### config.mk
export PLATFORM = sky130hd
export DESIGN_NAME = shift_add_multiplier
export DESIGN_NICKNAME = d
export VERILOG_FILES = /design/src/rtl/shift_add_multiplier_pkg.sv /design/src/rtl/shift_add_multiplier_adder.sv /design/src/rtl/shift_add_multiplier.sv
export SDC_FILE = /design/constraint.sdc
export NUM_CORES = 1
export LEC_CHECK = 0
export ABC_AREA = 1
export CAP_MARGIN = 20
export CORE_MARGIN = 1.5
export CORE_UTILIZATION = 50
export CTS_CLUSTER_DIAMETER = 120
export DETAILED_ROUTE_END_ITERATION = 7
export HOLD_SLACK_MARGIN = 0.08
export PLACE_DENSITY = 0.76
export RECOVER_POWER = 25
export SETUP_SLACK_MARGIN = 0.15
export SLEW_MARGIN = 20
export SYNTH_ARGS = -nofsm -noshare
export SYNTH_HDL_FRONTEND = slang
export SYNTH_SLANG_ARGS = --single-unit
### constraint.sdc
create_clock -name clk -period 16.78 [get_ports clk]
set_input_delay 2.517 -clock clk [delete_from_list [all_inputs] [get_ports clk]]
set_output_delay 2.517 -clock clk [all_outputs]
set_load 0.02 [all_outputs]
### src/rtl/shift_add_multiplier_pkg.sv
// ---------------------------------------------------------------------------
// shift_add_multiplier_pkg
//   Shared definitions for the MUL-path shift/add multiplier:
//   operand width, iteration count, counter width and FSM state encoding.
// ---------------------------------------------------------------------------
package shift_add_multiplier_pkg;

    localparam int unsigned OP_WIDTH    = 32;
    localparam int unsigned ITERATIONS  = 32;
    localparam int unsigned COUNT_WIDTH = 6;

    // Counter value seen during the final RUN iteration.
    localparam logic [COUNT_WIDTH-1:0] LAST_COUNT = COUNT_WIDTH'(ITERATIONS - 1);

    typedef enum logic [1:0] {
        IDLE = 2'd0,
        RUN  = 2'd1,
        DONE = 2'd2
    } mul_state_t;

    function automatic logic is_last_iter(input logic [COUNT_WIDTH-1:0] count);
        return count == LAST_COUNT;
    endfunction

endpackage

### src/rtl/shift_add_multiplier_adder.sv
// ---------------------------------------------------------------------------
// nbit_adder
//   Combinational N-bit ripple-carry adder (the shared datapath adder).
//   Ports:
//     A, B   in  N  addends
//     C_in   in  1  carry in
//     sum    out N  A + B + C_in (low N bits)
//     C_out  out 1  carry out of bit N-1
// ---------------------------------------------------------------------------
module nbit_adder
    import shift_add_multiplier_pkg::*;
#(
    parameter int unsigned N = OP_WIDTH
) (
    input  logic [N-1:0] A,
    input  logic [N-1:0] B,
    input  logic         C_in,
    output logic [N-1:0] sum,
    output logic         C_out
);

    logic [N:0] carry;

    always_comb begin
        carry    = '0;
        sum      = '0;
        carry[0] = C_in;
        for (int unsigned i = 0; i < N; i++) begin
            sum[i]       = A[i] ^ B[i] ^ carry[i];
            carry[i + 1] = (A[i] & B[i]) | (carry[i] & (A[i] ^ B[i]));
        end
        C_out = carry[N];
    end

endmodule

### src/rtl/shift_add_multiplier.sv
// ---------------------------------------------------------------------------
// shift_add_multiplier
//   Multi-cycle unsigned 32x32->64 multiplier. One conditional add of the
//   multiplicand into the upper partial product per cycle, followed by a
//   65-bit right shift of {carry, acc, mq}. 33-cycle latency with a
//   start/done handshake.
//   Ports:
//     clk      in   1   clock, rising edge
//     reset    in   1   asynchronous, active-high
//     start    in   1   request, sampled in IDLE or DONE only
//     A        in   32  multiplicand (unsigned)
//     B        in   32  multiplier (unsigned)
//     busy     out  1   high while iterating
//     done     out  1   one-cycle pulse when product updates
//     product  out  64  registered result, held until next completion
// ---------------------------------------------------------------------------
module shift_add_multiplier
    import shift_add_multiplier_pkg::*;
(
    input  logic                    clk,
    input  logic                    reset,
    input  logic                    start,
    input  logic [OP_WIDTH-1:0]     A,
    input  logic [OP_WIDTH-1:0]     B,
    output logic                    busy,
    output logic                    done,
    output logic [2*OP_WIDTH-1:0]   product
);

    mul_state_t                 state;
    logic [OP_WIDTH-1:0]        mcand;
    logic [OP_WIDTH-1:0]        acc;
    logic [OP_WIDTH-1:0]        mq;
    logic [COUNT_WIDTH-1:0]     count;

    logic [OP_WIDTH-1:0]        add_sum;
    logic                       add_cout;
    logic [OP_WIDTH-1:0]        step_s;
    logic                       step_c;

    nbit_adder #(
        .N (OP_WIDTH)
    ) u_adder (
        .A     (acc),
        .B     (mcand),
        .C_in  (1'b0),
        .sum   (add_sum),
        .C_out (add_cout)
    );

    // Partial-product step: add the multiplicand only when the current
    // multiplier bit is set; the carry becomes the new MSB after the shift.
    always_comb begin
        step_c = 1'b0;
        step_s = acc;
        if (mq[0]) begin
            step_c = add_cout;
            step_s = add_sum;
        end
    end

    always_ff @(posedge clk or posedge reset) begin
        if (reset) begin
            state   <= IDLE;
            mcand   <= '0;
            acc     <= '0;
            mq      <= '0;
            count   <= '0;
            busy    <= 1'b0;
            done    <= 1'b0;
            product <= '0;
        end else begin
            case (state)
                IDLE: begin
                    done <= 1'b0;
                    if (start) begin
                        mcand <= A;
                        mq    <= B;
                        acc   <= '0;
                        count <= '0;
                        busy  <= 1'b1;
                        state <= RUN;
                    end
                end

                RUN: begin
                    done  <= 1'b0;
                    // {acc, mq} <= {step_c, step_s, mq} >> 1
                    acc   <= {step_c, step_s[OP_WIDTH-1:1]};
                    mq    <= {step_s[0], mq[OP_WIDTH-1:1]};
                    count <= count + 1'b1;
                    if (is_last_iter(count)) begin
                        busy  <= 1'b0;
                        state <= DONE;
                    end
                end

                DONE: begin
                    product <= {acc, mq};
                    done    <= 1'b1;
                    if (start) begin
                        mcand <= A;
                        mq    <= B;
                        acc   <= '0;
                        count <= '0;
                        busy  <= 1'b1;
                        state <= RUN;
                    end else begin
                        state <= IDLE;
                    end
                end

                default: begin
                    done  <= 1'b0;
                    busy  <= 1'b0;
                    state <= IDLE;
                end
            endcase
        end
    end

endmodule

==> reports/qor.txt, run 1 <==
final setup fails -> 0
vias in the first global route -> 5416
Crit path top cell by count -> fa_1
Cell Count, Final, Fillers Out -> 1086
Period minus WS final -> 13310 ps
DP Wirelength -> 10300 µm
syn_nets -> 878
worst r2r dst -> acc[30]
final setup margin -> 3470 ps
failing checks -> max-capacitance violations, max-slew violations
Clock Pin Slew Worst Setup and Hold Paths -> 60 ps
Max Slew Vio Count -> 189
Die Ht -> 127 µm
Critical Path Sink Type -> flop
initial antenna violation count -> 0
outcome -> finished with violations
GR Util All Layers -> 21.2%
pre-CTS setup slack -> 3510 ps
RR Startpoint -> mcand[0]
# IOs -> 133
die area -> 16100 µm²
# port buffers -> 132
final wirelength -> 16000 µm
vias -> 5594
clock tree buffer depth -> 2
register area share after synthesis -> 55.6%
Placement Rows -> 45
core area -> 15100 µm²
Resize count post-CTS -> 0
worst hold path cell count -> 2
CTS sink count -> 170
Setup TNS -> 0 ps
min-delay worst type -> flop to flop
number of synthesized register bits -> 170
Worst Reg-to-Reg Cells -> 36
fmax -> 0.0751 GHz
Post-Syn Area per Cell -> 9.84 µm²
post-synth top area share -> 55.6%
synth cell count leaders -> nand2_1 (201), dfrtp_1 (170), o21ai_0 (84)
first-pass GRT wire length -> 26600 µm
Wirelength per Cell -> 14.7 µm
Crit-path slowest cell -> fa_1
WHS -> 479 ps
main flop type after synthesis -> dfrtp_1
critical path arrival -> 13560 ps
number of enable flip-flop cells after synthesis -> 0
Async SR Flop Fraction -> 100%
top cells by area, synth -> dfrtp_1 (56%), nand2_1 (9.9%), fa_1 (8.1%)
Final nets -> 986
Cells after Synth -> 778
H-tree levels -> 4
DR pass1 iterations -> 4
synth unique cells -> 25
Root Buffer -> clkbuf_16
global placer's final weighted congestion -> 0.770
Clock Latency Late Sink -> 420 ps
average vias per placed instance -> 5.15
Clock Skew -> 6.32 ps
Die Width -> 127 µm
largest stage delay on the critical path -> 450 ps
crit path max fanout -> 2
Placed Cells -> 1053
cell taking the most area after synthesis -> dfrtp_1
worst path required time -> 17030 ps
RSZ-0062 raised after global routing -> no
hold path startpoint -> product[59]
layout cells sized above 1 -> 4.01%
period utilization -> 79.3%
DP Area -> 8880 µm²
Synthesis Warnings -> 0
CTS tree -> done
# hold bufs at CTS -> 0
Layout area overhead -> 23.4%
initial core utilization -> 50.7%
Setup CP Type -> flop to flop
Starting DRT DRC Count -> 305
top-count cell post-synth -> nand2_1
Post-Synthesis Cell Area -> 7650 µm²
pin count of the biggest net entering global routing -> 106
final hold violations -> 0
Max VDD drop -> 0.0000862 V
Slew HR -> -200%
antenna viol nets, final -> 0
pwr/cell area -> 132 nW/µm²
R2R setup slack -> 3470 ps
total of max-cap violations -> 2
Post-CTS Setup Bufs -> 0
Final Cell Area -> 9440 µm²
ANT cells -> 0
Critical Path Source Type -> flop
WHS Endpoint -> product[59]
total clock buffers created by CTS -> 17
LEAKAGE -> 0.00445 µW
worst-margin pin slew -> 4470 ps
gr ovfl total -> 0
drc violations -> 0
registers in the layout, indices dropped and copies added (netlist names):
| register | flops |
|---|---|
| count | 6 |
| mcand | 32 |
| mq | 32 |
| acc | 32 |
| done | 1 |
| busy | 1 |
| product | 64 |
| state | 2 |
area by class of cell:
class	instances	area, µm²
Tap cell	188	235
Timing Repair Buffer	136	1380
Inverter	78	295
Multi-Input combinational cell	483	2730
Clock inverter	5	35.0
Sequential cell	170	4250
Clock buffer	26	509
Fill cell	1249	5650
power breakdown:
part	switching, µW	total, µW	internal (µW)
Combinational	196	335	139
Clock	152	360	208
Sequential	58.3	553	495
Total	407	1250	842
how the worst max path moves through the flow:
stage	slack, ps	cells after the start	startpoint	end
after floorplan	4250	36	mcand[0]	acc[30]
final	3470	36	mcand[0]	acc[30]
after detailed placement	3510	36	mcand[0]	acc[30]
after CTS	3480	36	mcand[0]	acc[30]
after global placement	3800	36	mcand[0]	acc[30]
after global routing	3040	36	mcand[0]	acc[30]
logic make-up (layout without fill, tap and decap cells):
group           Yosys count  in the layout  share of synthesized area, %
compound gates          230            230                          16.1
simple gates            219            219                          11.2
flops                   170            170                          55.6
buf+inv                 125            245                          8.53
fa+ha+maj                33             33                          8.44
xor+xnor                  1              1                         0.114
critical path: cells and delay by family (launching register included):
family,cells,cell delay (ps)
adder cells (fa/ha/maj),32,12320
buffers and inverters,2,140
flip-flops,1,400
AO/OA/AOI/OAI,2,290
routing by layer:
layer  routed length, µm  track usage, %
met4                 254            7.82
met3                 765            4.09
met1                7410            29.3
met2                7550            33.8
met5                   0               0
cell usage in the layout, fill, tap and decap left out, types with 17 or more instances in the layout:
cell type        count
inv_1               73
clkdlybuf4s50_1    130
o21ai_1             23
o21ai_0            141
a21oi_1             34
nand2_1            203
dfrtp_1            170
o211ai_1            32
fa_1                31
clkbuf_16           17
metrics by stage:
| step | power (µW) | utilization, % |
|---|---|---|
| final | 1250 | 62.6 |
| after global routing | 1350 | 62.6 |
| after CTS | 1260 | 62.4 |
| after detailed placement | 898 | 58.8 |
| after global placement | 873 | 58.8 |
| after floorplan | 799 | - |
No activity file was read; power rests on OpenSTA's default activity.
==> run 2: changes to the inputs <==
--- a/config.mk
+++ b/config.mk
@@ -8,7 +8,7 @@
 export ABC_AREA = 1
 export CAP_MARGIN = 20
 export CORE_MARGIN = 1.5
-export CORE_UTILIZATION = 50
+export CORE_UTILIZATION = 48
 export CTS_CLUSTER_DIAMETER = 120
 export DETAILED_ROUTE_END_ITERATION = 7
 export HOLD_SLACK_MARGIN = 0.08
==> constraint.sdc (replaced) <==
create_clock -name clk -period 11.2 [get_ports clk]
set_input_delay 1.68 -clock clk [delete_from_list [all_inputs] [get_ports clk]]
set_output_delay 1.68 -clock clk [all_outputs]
set_load 0.02 [all_outputs]
==> reports/qor.txt, run 2 (same netlist as run 1, synthesis figures left out) <==
outcome -> finished with violations
failing checks -> max-capacitance violations, max-slew violations, negative setup slack
commonest non-fill, non-tap cells in the layout -> nand2_1 (201), dfrtp_1 (169), clkdlybuf4s50_1 (131)
ANT cells -> 0
global placer's final weighted congestion -> 0.747
drc violations -> 0
final wirelength -> 16200 µm
Critical Path Sink Type -> flop
vias -> 5626
CTS tree -> done
Slew HR -> -205%
min-delay worst type -> flop to flop
Starting DRT DRC Count -> 355
met2 WL -> 7520 µm
Crit path top cell by count -> fa_2
worst-margin pin slew -> 4560 ps
total clock buffers created by CTS -> 17
Setup CP Type -> flop to flop
GR Util All Layers -> 20.9%
Crit-path slowest cell -> fa_2
average vias per placed instance -> 5.07
layout cells sized above 1 -> 8.57%
Clock Skew -> 7.55 ps
RSZ-0062 raised after global routing -> yes
vias in the first global route -> 5576
LEAKAGE -> 0.00441 µW
commonest non-fill, non-tap cell in the layout -> nand2_1
Root Buffer -> clkbuf_16
post-layout util -> 62.3%
Layout area overhead -> 25.1%
Placement Rows -> 45
pre-CTS setup slack -> -557 ps
metal3 WL -> 898 µm
antenna viol nets, final -> 0
Max Slew Vio Count -> 239
Period minus WS final -> 11730 ps
Final nets -> 985
Setup crit end -> acc[30]
RR Startpoint -> mcand[0]
worst path required time -> 11540 ps
total of max-cap violations -> 3
gr ovfl total -> 0
Post-CTS Setup Bufs -> 0
worst r2r dst -> acc[30]
hold path startpoint -> product[18]
CTS sink count -> 170
crit path max fanout -> 2
H-tree levels -> 4
first-pass GRT wire length -> 26900 µm
final setup margin -> -533 ps
Wirelength per Cell -> 14.6 µm
Worst Reg-to-Reg Cells -> 36
die area -> 16700 µm²
Clock Pin Slew Worst Setup and Hold Paths -> 70 ps
# port buffers -> 132
core area -> 15400 µm²
DR pass1 iterations -> 4
Critical Path Source Type -> flop
period utilization -> 105%
initial antenna violation count -> 0
critical path arrival -> 12070 ps
largest reg by FF count -> product
max reg flops -> 64
R2R setup slack -> -530 ps
Metal-1 WL -> 7530 µm
largest stage delay on the critical path -> 510 ps
DP Wirelength -> 10400 µm
Max VDD drop -> 0.000122 V
Fillers -> 1263
clock tree buffer depth -> 2
final setup fails -> 3
Die Ht -> 129 µm
# IOs -> 133
pin count of the biggest net entering global routing -> 108
# hold bufs at CTS -> 0
fmax -> 0.0852 GHz
Die Width -> 129 µm
initial core utilization -> 49.8%
DP Area -> 8990 µm²
pwr/cell area -> 203 nW/µm²
Max Used Layer -> met4
final hold violations -> 0
Critical path origin -> mcand[0]
Clock Latency Late Sink -> 430 ps
Final Cell Area -> 9570 µm²
run 2: routing by layer:
| layer | vias to the layer above | global-route usage [%] |
|---|---|---|
| met2 | 160 | 32.9 |
| li1 | 2729 | - |
| met3 | 24 | 5.04 |
| met5 | - | 0 |
| met1 | 2713 | 28.6 |
| met4 | 0 | 6.94 |
run 2: how the worst min path moves through the flow:
stage	endpoint	depth (start not counted)	slack, ps
floorplan	mcand[0]	2	460
global placement	product[57]	2	470
detailed placement	product[57]	2	470
CTS	product[57]	2	490
global route	product[13]	2	500
finish	product[18]	2	480
run 2: timing repair:
action	4_1_cts	5_1_grt
setup endpoints to repair	4	5
resized for setup	4	0
hold endpoints to repair	0	0
run 2: through the flow:
| stage | cells | setup TNS [ps] | power, µW | hold slack [ps] |
|---|---|---|---|---|
| floorplan | 778 | -148 | 1220 | 460 |
| global placement | 1077 | -884 | 1330 | 470 |
| detailed placement | 1077 | -1260 | 1370 | 473 |
| CTS | 1109 | -1330 | 1970 | 488 |
| global route | 1109 | -2420 | 2100 | 500 |
| finish | 1109 | -1270 | 1950 | 481 |
run 2: power by group:
| part | switching [µW] | leakage (µW) | internal [µW] | total, µW |
|---|---|---|---|---|
| registers | 97.4 | 0.00200 | 741 | 839 |
| clock network | 242 | 0.000279 | 339 | 581 |
| logic | 300 | 0.00213 | 226 | 526 |
run 2: critical path: cells and delay by family, from the launching register on:
family                     cells  cell delay (ps)
adders and majority gates     32            11000
buffers and inverters          2              100
DFF                            1              380
AOI/OAI and AO/OA              2              150
run 2: cell type report:
class | count | area (µm²) | area share [%]
multi-input cells | 483 | 2840 | 29.6
clock buffers | 21 | 460 | 4.81
repair buffers | 135 | 1340 | 14.0
flip-flops and latches | 170 | 4260 | 44.5
inverters | 78 | 295 | 3.08
clock inverters | 11 | 120 | 1.25
well taps | 211 | 264 | 2.76
